--- src/rtl/hni_rxflit_crd.sv ---
// CHI-style receive link stage: link activation FSM, L-credit issue and flit capture
// into the downstream FIFO, with slot tracking so the FIFO can never overflow.
module hni_rxflit_crd #(
    parameter int unsigned FLIT_WIDTH = 128,
    parameter int unsigned MAX_CRD    = 4,
    parameter int unsigned FIFO_DEPTH = 4
) (
    input  logic                  clk,
    input  logic                  rst_n,
    input  logic                  rxlinkactivereq_i,
    output logic                  rxlinkactiveack_o,
    input  logic                  rxflitv_i,
    input  logic [FLIT_WIDTH-1:0] rxflit_i,
    output logic                  rxlcrdv_o,
    output logic                  fifo_wr_en_o,
    output logic [FLIT_WIDTH-1:0] fifo_wr_data_o,
    input  logic                  fifo_rd_en_i,
    output logic                  proto_err_o
);

    localparam int unsigned OccW = $clog2(FIFO_DEPTH) + 1;
    localparam int unsigned SumW = (OccW > 4) ? OccW + 1 : 5;

    typedef enum logic [1:0] {StStop, StActivate, StRun, StDeactivate} state_e;

    state_e                  state_q, state_d;
    logic [3:0]              crd_q, crd_d;
    logic [OccW-1:0]         occ_q, occ_d;
    logic                    ack_q, ack_d;
    logic                    lcrdv_q;
    logic                    wr_en_q;
    logic [FLIT_WIDTH-1:0]   wr_data_q;
    logic                    err_q;
    logic                    grant;
    logic                    accept;
    logic [SumW-1:0]         used;

    always_ff @(posedge clk or negedge rst_n) begin
        if (!rst_n) begin
            state_q <= StStop;
        end else begin
            state_q <= state_d;
        end
    end

    // Leaving DEACTIVATE looks at the post-update credit count so ack drops
    // on the same edge the last outstanding credit is returned.
    always_comb begin
        state_d = state_q;
        unique case (state_q)
            StStop:       if (rxlinkactivereq_i) state_d = StActivate;
            StActivate:   state_d = rxlinkactivereq_i ? StRun : StStop;
            StRun:        if (!rxlinkactivereq_i) state_d = StDeactivate;
            StDeactivate: if (crd_d == 4'd0) state_d = StStop;
            default:      state_d = StStop;
        endcase
    end

    always_comb begin
        used   = SumW'(crd_q) + SumW'(occ_q);
        grant  = (state_q == StRun) && (crd_q < 4'(MAX_CRD)) && (used < SumW'(FIFO_DEPTH));
        accept = rxflitv_i && (crd_q != 4'd0) &&
                 ((state_q == StRun) || (state_q == StDeactivate));
        ack_d  = (state_d == StRun) || (state_d == StDeactivate);
    end

    always_comb begin
        crd_d = crd_q + 4'(grant) - 4'(accept);
        occ_d = occ_q + OccW'(accept) - OccW'(fifo_rd_en_i);
    end

    always_ff @(posedge clk or negedge rst_n) begin
        if (!rst_n) begin
            crd_q     <= '0;
            occ_q     <= '0;
            ack_q     <= 1'b0;
            lcrdv_q   <= 1'b0;
            wr_en_q   <= 1'b0;
            wr_data_q <= '0;
            err_q     <= 1'b0;
        end else begin
            crd_q   <= crd_d;
            occ_q   <= occ_d;
            ack_q   <= ack_d;
            lcrdv_q <= grant;
            wr_en_q <= accept;
            if (accept) begin
                wr_data_q <= rxflit_i;
            end
            // Any flit that is not accepted is a protocol violation and is dropped.
            if (rxflitv_i && !accept) begin
                err_q <= 1'b1;
            end
        end
    end

    assign rxlinkactiveack_o = ack_q;
    assign rxlcrdv_o         = lcrdv_q;
    assign fifo_wr_en_o      = wr_en_q;
    assign fifo_wr_data_o    = wr_data_q;
    assign proto_err_o       = err_q;

endmodule

--- config.mk ---
export PLATFORM = sky130hd
export DESIGN_NAME = hni_rxflit_crd
export DESIGN_NICKNAME = d
export VERILOG_FILES = /design/src/rtl/hni_rxflit_crd.sv
export SDC_FILE = /design/constraint.sdc
export NUM_CORES = 1
export LEC_CHECK = 0
export BUFFER_PORTS_ARGS = -buffer_cell sky130_fd_sc_hd__buf_4
export CAP_MARGIN = 5
export CORE_ASPECT_RATIO = 0.6
export CORE_MARGIN = 3
export CORE_UTILIZATION = 47
export CTS_CLUSTER_SIZE = 12
export DETAILED_ROUTE_END_ITERATION = 7
export GPL_TIMING_DRIVEN = 0
export PLACE_DENSITY = 0.77
export SYNTH_ARGS = -nofsm -noshare
export SYNTH_HDL_FRONTEND = slang
export SYNTH_SLANG_ARGS = --single-unit
export TNS_END_PERCENT = 1
--- constraint.sdc ---
create_clock -name clk -period 4 [get_ports clk]
set_input_delay 0.8 -clock clk [delete_from_list [all_inputs] [get_ports clk]]
set_output_delay 0.8 -clock clk [all_outputs]
set_load 0.05 [all_outputs]
# Yosys cells after proc, flatten, opt, wreduce, memory -nomap -nowiden
# Cells that the tools add are included.
word_totals:
  reg_bits: 141
  input_bits: 133
  wordCells: 36
  out_inout_bits: 132
op_classes:
  mux: 5
  n_lt_le_gt_ge: 2
  eq_ne: 5
  addsub: 5
  reduce_logical: 11
ops:
  columns: ["op", "count"]
  rows:
  - ["$eq A2 B2 Y1 const B", 4]
  - ["$mux W2", 4]
  - ["$pmux W2 S4", 1]
  - ["$add A4 B3 Y5", 1]
  - ["$logic_and A1 B1 Y1", 5]
  - ["$lt A5 B3 Y1 const B", 1]
  - ["$add A4 B1 Y4", 1]
  - ["$logic_not A4 Y1", 1]
  - ["$lt A4 B3 Y1 const B", 1]
  - ["$reduce_bool A4 Y1", 1]
  - ["$sub A4 B1 Y4", 1]
  - ["$add A3 B1 Y3", 1]
  - ["$sub A3 B1 Y3", 1]
  - ["$eq A2 B1 Y1 const B", 1]
  - ["$logic_not A2 Y1", 1]
  - ["$logic_or A1 B1 Y1", 2]
  - ["$logic_not A1 Y1", 1]

# Longest topological paths before layout
logic_depth:
  word_depth: 10
  ltp_mapped: 14
  ltp_nobuf: 12

# Worst setup path after synthesis
# OpenSTA, ideal clock, no wires.
synth_path:
  kind: "register to register"
  from: "register, netlist name rxlinkactiveack_o"
  to: "register state_q[0]"
  t_required_ns: 3.857
  setup_time_ns: 0.143
  arrival_time_ns: 3.235
  stages_incl_launch_ff: 12
  n_path_buf: 2
  slack_ns: 0.622
  period_less_slack_ns: 3.378
  cell_sequence: "dfrtp_1 > o311ai_4 > inv_2 > buf_6 > buf_6 > ha_1 > inv_1 > ha_1 > fa_1 > or3b_1 > a2111oi_0 > o32ai_1"
synth_rtl:
  columns: ["item", "line", "rtl"]
  rows:
  - ["end signal, assigned", "40", "state_q <= StStop;"]
  - ["end signal, assigned", "42", "state_q <= state_d;"]
  - ["end, declared", "26", "state_e state_q, state_d;"]

# Worst setup path in the final report
layout_path:
  from: "register occ_q[2]"
  to: "register state_q[0]"
layout_between:
  elab_chain_cells: 8
layout_lines:
  columns: ["item", "line", "rtl"]
  rows:
  - ["start, declared", "28", "logic [OccW-1:0] occ_q, occ_d;"]
  - ["start signal, assigned", "75", "occ_q <= '0;"]
  - ["start signal, assigned", "83", "occ_q <= occ_d;"]
  - ["$add A4 B3 Y5", "60", "used = SumW'(crd_q) + SumW'(occ_q);"]
  - ["$lt A5 B3 Y1", "61", "grant = (state_q == StRun) && (crd_q < 4'(MAX_CRD)) && (used < SumW'(FIFO_DEPTH));"]
  - ["$logic_and A1 B1 Y1", "61", null]
  - ["$add A4 B1 Y4", "68", "crd_d = crd_q + 4'(grant) - 4'(accept);"]
  - ["$sub A4 B1 Y4", "68", null]
  - ["net crd_d[1]", "27", "logic [3:0] crd_q, crd_d;"]
  - ["$logic_not A4 Y1", "54", "StDeactivate: if (crd_d == 4'd0) state_d = StStop;"]
  - ["$mux W2", "54", null]
  - ["$pmux W2 S4", "50", "unique case (state_q)"]
  - ["net state_d[0]", "26", null]
# The timed path passes the listed nets, and every way through them passes these cells.
# A chain may end at the register's enable or synchronous reset.

==> reports/qor_table.md <==
| Quantity | Value | Unit |
|:---|:---|:---|
| Post-detailed-route count of antenna-violating nets | 0 | - |
| Remaining routing DRC violations | 0 | - |
| Residual overflow from global routing | 0 | - |
| Final sum of negative setup slack | 0 | ps |
| Fraction of layout instances using a drive strength above 1 | 70.7 | % |
| Peak supply drop | 0.524 | mV |
| Number of maximum-capacitance constraint violations | 0 | - |
| Cell area after layout | 0.00880 | mm^2 |
| Number of buffers added by the clock tree synthesis step | 17 | - |
| Endpoint of the worst register-to-register path | state_q[0]$_DFF_PN0_ | - |
| Area of the die | 0.0142 | mm^2 |
| Count of endpoints failing hold in the final timing report | 0 | - |
| Worst relative slew slack | 52.8 | % |
| Clk buf depth | 2 | - |
| Cell occurring most often along the worst timing path | sky130_fd_sc_hd__ha_1 | - |
| Clock slew seen by the registers of the worst setup and hold paths | 60 | ps |
| WL final | 14.8 | mm |
| Ant diodes | 0 | - |
| Wire length of the first global-routing pass | 22.5 | mm |
| Cell-by-cell listing of the critical path | ha_1 -> nor4_1 -> nand4_1 -> a31o_2 -> ha_1 -> inv_1 -> ha_1 -> fa_1 -> or3b_1 -> a2111oi_1 -> o32ai_1 | - |
| Critical path endpoint category | register | - |
| Worst stage delay on the critical path | 610 | ps |
| Crit Reg-Reg Startpoint | occ_q[2]$_DFF_PN0_ | - |
| Insertion delay of the later-clocked pin in the worst-skew pair | 400 | ps |
| Hpwl dp | 11.1 | mm |
| Core region area | 0.0123 | mm^2 |
| Number of primary I/O pins | 265 | - |
| Clock skew after layout | 9.88 | ps |
| Net count after synthesis | 472 | - |
| Number of placement rows | 31 | - |
| Register-to-register setup slack | 240 | ps |
| Total of flip-flops plus latches after synthesis | 140 | - |
| H-tree lvl count | 4 | - |
| Worst-path cell with the longest stage delay | sky130_fd_sc_hd__a2111oi_1 | - |
| Worst Tran Pin Value | 708 | ps |
| Placed cell areas | 0.00821 | mm^2 |
| Register-to-Register Path Depth | 11 | - |
| Pre-antenna DRT Iters | 4 | - |
| Via count of the first global-routing pass | 4137 | - |
| Count of vias placed by the detailed router | 3769 | - |
| Mean instance size in the synthesized netlist | 18.3 | um^2 |
| Result of the run | finished clean | - |
| Fin crit share | 94.1 | % |
| Clock tree from TritonCTS | done | - |
| Number of violations reported at the end of detailed-routing iteration 0 | 59 | - |
| Wire length per cell after detailed routing | 18.7 | um |
| Max Fclk | 266 | MHz |
| Global-route total usage across every layer | 20.8 | % |
| Cell at the root of the clock tree | sky130_fd_sc_hd__clkbuf_16 | - |
| Number of nets in the layout | 756 | - |
| Final core utilization | 71.8 | % |
| Leakage power | 4.46 | nW |
| Hold WC Path Type | in -> async | - |
| Cell area after synthesis | 0.00599 | mm^2 |
| Height of the die | 93.4 | um |
| Fill cell total of the finished layout | 819 | - |
| Worst path required time | 4250 | ps |
| Worst Slack Setup Final | 236 | ps |
| Final max-slew violation count | 0 | - |
| Final setup fails | 0 | - |
| Crit path launch type | register | - |
| Area growth, synth to finish | 47.0 | % |
| Post-detailed-route via-to-cell ratio | 4.77 | - |
| Power per unit of standard cell area | 878 | mW/mm^2 |
| Clock Sinks | 140 | - |
| Port buffer count | 264 | - |
| Arrival time at the worst endpoint | 4020 | ps |
| RSZ-0062 raised after global routing | no | - |
| Final min period | 3760 | ps |
| Initial core utilization | 48.9 | % |
| Initial antenna violation count | 0 | - |
| Critical path fanouts, max | 3 | - |
| Horizontal die dimension | 152 | um |
| Seq/Total Area, Yosys | 58.5 | % |
| WS Path Type | reg -> reg | - |
| Post-Syn Instances | 328 | - |
| Worst-case hold slack | 423 | ps |
| Synthesis warning total | 0 | - |
| Synth unique cells | 27 | - |
| Global placer's final weighted congestion | 0.735 | - |
| Post-Place Setup Slack | 104 | ps |
| Pin count of the biggest net entering global routing | 77 | - |
==> cell usage in the layout, fill, tap and decap left out, types with 3 or more instances in the layout <==
cell                         Yosys  layout
sky130_fd_sc_hd__buf_6           2       3
sky130_fd_sc_hd__dfrtp_1       140     140
sky130_fd_sc_hd__buf_4           0     263
sky130_fd_sc_hd__xnor2_1         3       3
sky130_fd_sc_hd__clkbuf_16       0      17
sky130_fd_sc_hd__clkinvlp_4      0       3
sky130_fd_sc_hd__inv_6           0       3
sky130_fd_sc_hd__ha_1            9       9
sky130_fd_sc_hd__mux2_2         20      20
sky130_fd_sc_hd__mux2_4        109     109
sky130_fd_sc_hd__inv_1          10      10
sky130_fd_sc_hd__buf_12         11      11
==> cell families (layout without fill, tap and decap cells) <==
group / count (synthesis) / after routing / synth area share (%)
adder cells (fa/ha/maj): 11 / 11 / 2.55
flip-flops: 140 / 140 / 58.5
multiplexers: 129 / 129 / 31.1
AO/OA/AOI/OAI: 11 / 11 / 1.65
buffers and inverters: 25 / 322 / 4.83
XOR/XNOR: 5 / 5 / 0.731
AND/OR/NAND/NOR: 7 / 7 / 0.669
==> registers in the layout (all words and copies together), names as in the netlist <==
name               cells
fifo_wr_data_o       128
crd_q                  4
occ_q                  3
proto_err_o            1
state_q                1
rxlcrdv_o              1
fifo_wr_en_o           1
rxlinkactiveack_o      1
==> worst max path at each step <==
stage,from,cells after the start,to
floorplan,rxlinkactiveack_o$_DFF_PN0_,11,state_q[0]$_DFF_PN0_
global placement,rxflitv_i,12,state_q[0]$_DFF_PN0_
detailed placement,rxflitv_i,12,state_q[0]$_DFF_PN0_
CTS,crd_q[2]$_DFF_PN0_,11,state_q[0]$_DFF_PN0_
global route,occ_q[2]$_DFF_PN0_,11,state_q[0]$_DFF_PN0_
finish,occ_q[2]$_DFF_PN0_,11,state_q[0]$_DFF_PN0_
==> critical path, delay by kind of cell, from the launching register on <==
kind | cells | cell delay [ps]
DFF | 1 | 400
and+or+nand+nor | 3 | 910
adders and majority gates | 4 | 1220
AOI/OAI and AO/OA | 3 | 1040
buffers and inverters | 1 | 50
==> where the power goes <==
group / internal (mW) / leakage (nW) / switching, mW / total (mW)
sequential: 1.92 / 1.63 / 0.328 / 2.25
combinational: 1.54 / 2.55 / 2.38 / 3.91
clock: 0.958 / 0.283 / 0.608 / 1.57
==> per-layer routing <==
metal / share of wire [%] / track usage, % / wire (um)
met4: 0.89 / 5.38 / 131
met3: 9.5 / 7.65 / 1400
met5: 0 / 0 / 0
met1: 41 / 26.3 / 6010
met2: 49 / 34.0 / 7210
==> stage by stage <==
step	power, mW	std cells
after floorplan	5.00	328
after global placement	6.10	757
after detailed placement	6.18	758
after CTS	7.79	790
after global routing	8.06	790
final	7.73	790
==> Yosys cell counts, drive strengths merged <==
master	count	area (um^2)
nand4	1	6.26
fa	2	40.0
a31oi	1	6.26
o31ai	1	7.51
nand2	2	7.51
dfrtp	140	3500
or3b	1	8.76
a211oi	1	7.51
mux2	129	1860
xnor2	3	26.3
o311ai	1	26.3
ha	9	113
inv	11	41.3
nand3	1	5.00
o32ai	1	8.76
xor2	2	17.5
or3	1	6.26
a21oi	2	10.0
nor4	1	6.26
a2111oi	1	8.76
a31o	1	8.76
buf	14	248
a21o	2	15.0
==> what timing repair did <==
| item | in CTS | in global routing |
|---|---|---|
| hold buffers | 0 | 0 |
| setup buffers | 0 | 0 |
| setup endpoints to repair | 0 | 2 |
| resized for setup | 0 | 1 |
| hold endpoints to repair | 0 | 0 |
==> cell type report <==
| type | count | area [um^2] | area share (%) |
|---|---|---|---|
| Sequential cell | 140 | 3500 | 39.8 |
| Multi-Input combinational cell | 163 | 2200 | 25.0 |
| Inverter | 11 | 41.3 | 0.469 |
| Tap cell | 165 | 206 | 2.35 |
| Clock buffer | 20 | 457 | 5.19 |
| Buffer | 14 | 248 | 2.81 |
| Clock inverter | 12 | 136 | 1.55 |
| Timing Repair Buffer | 265 | 2010 | 22.9 |
No activity file was read; power rests on OpenSTA's default activity.
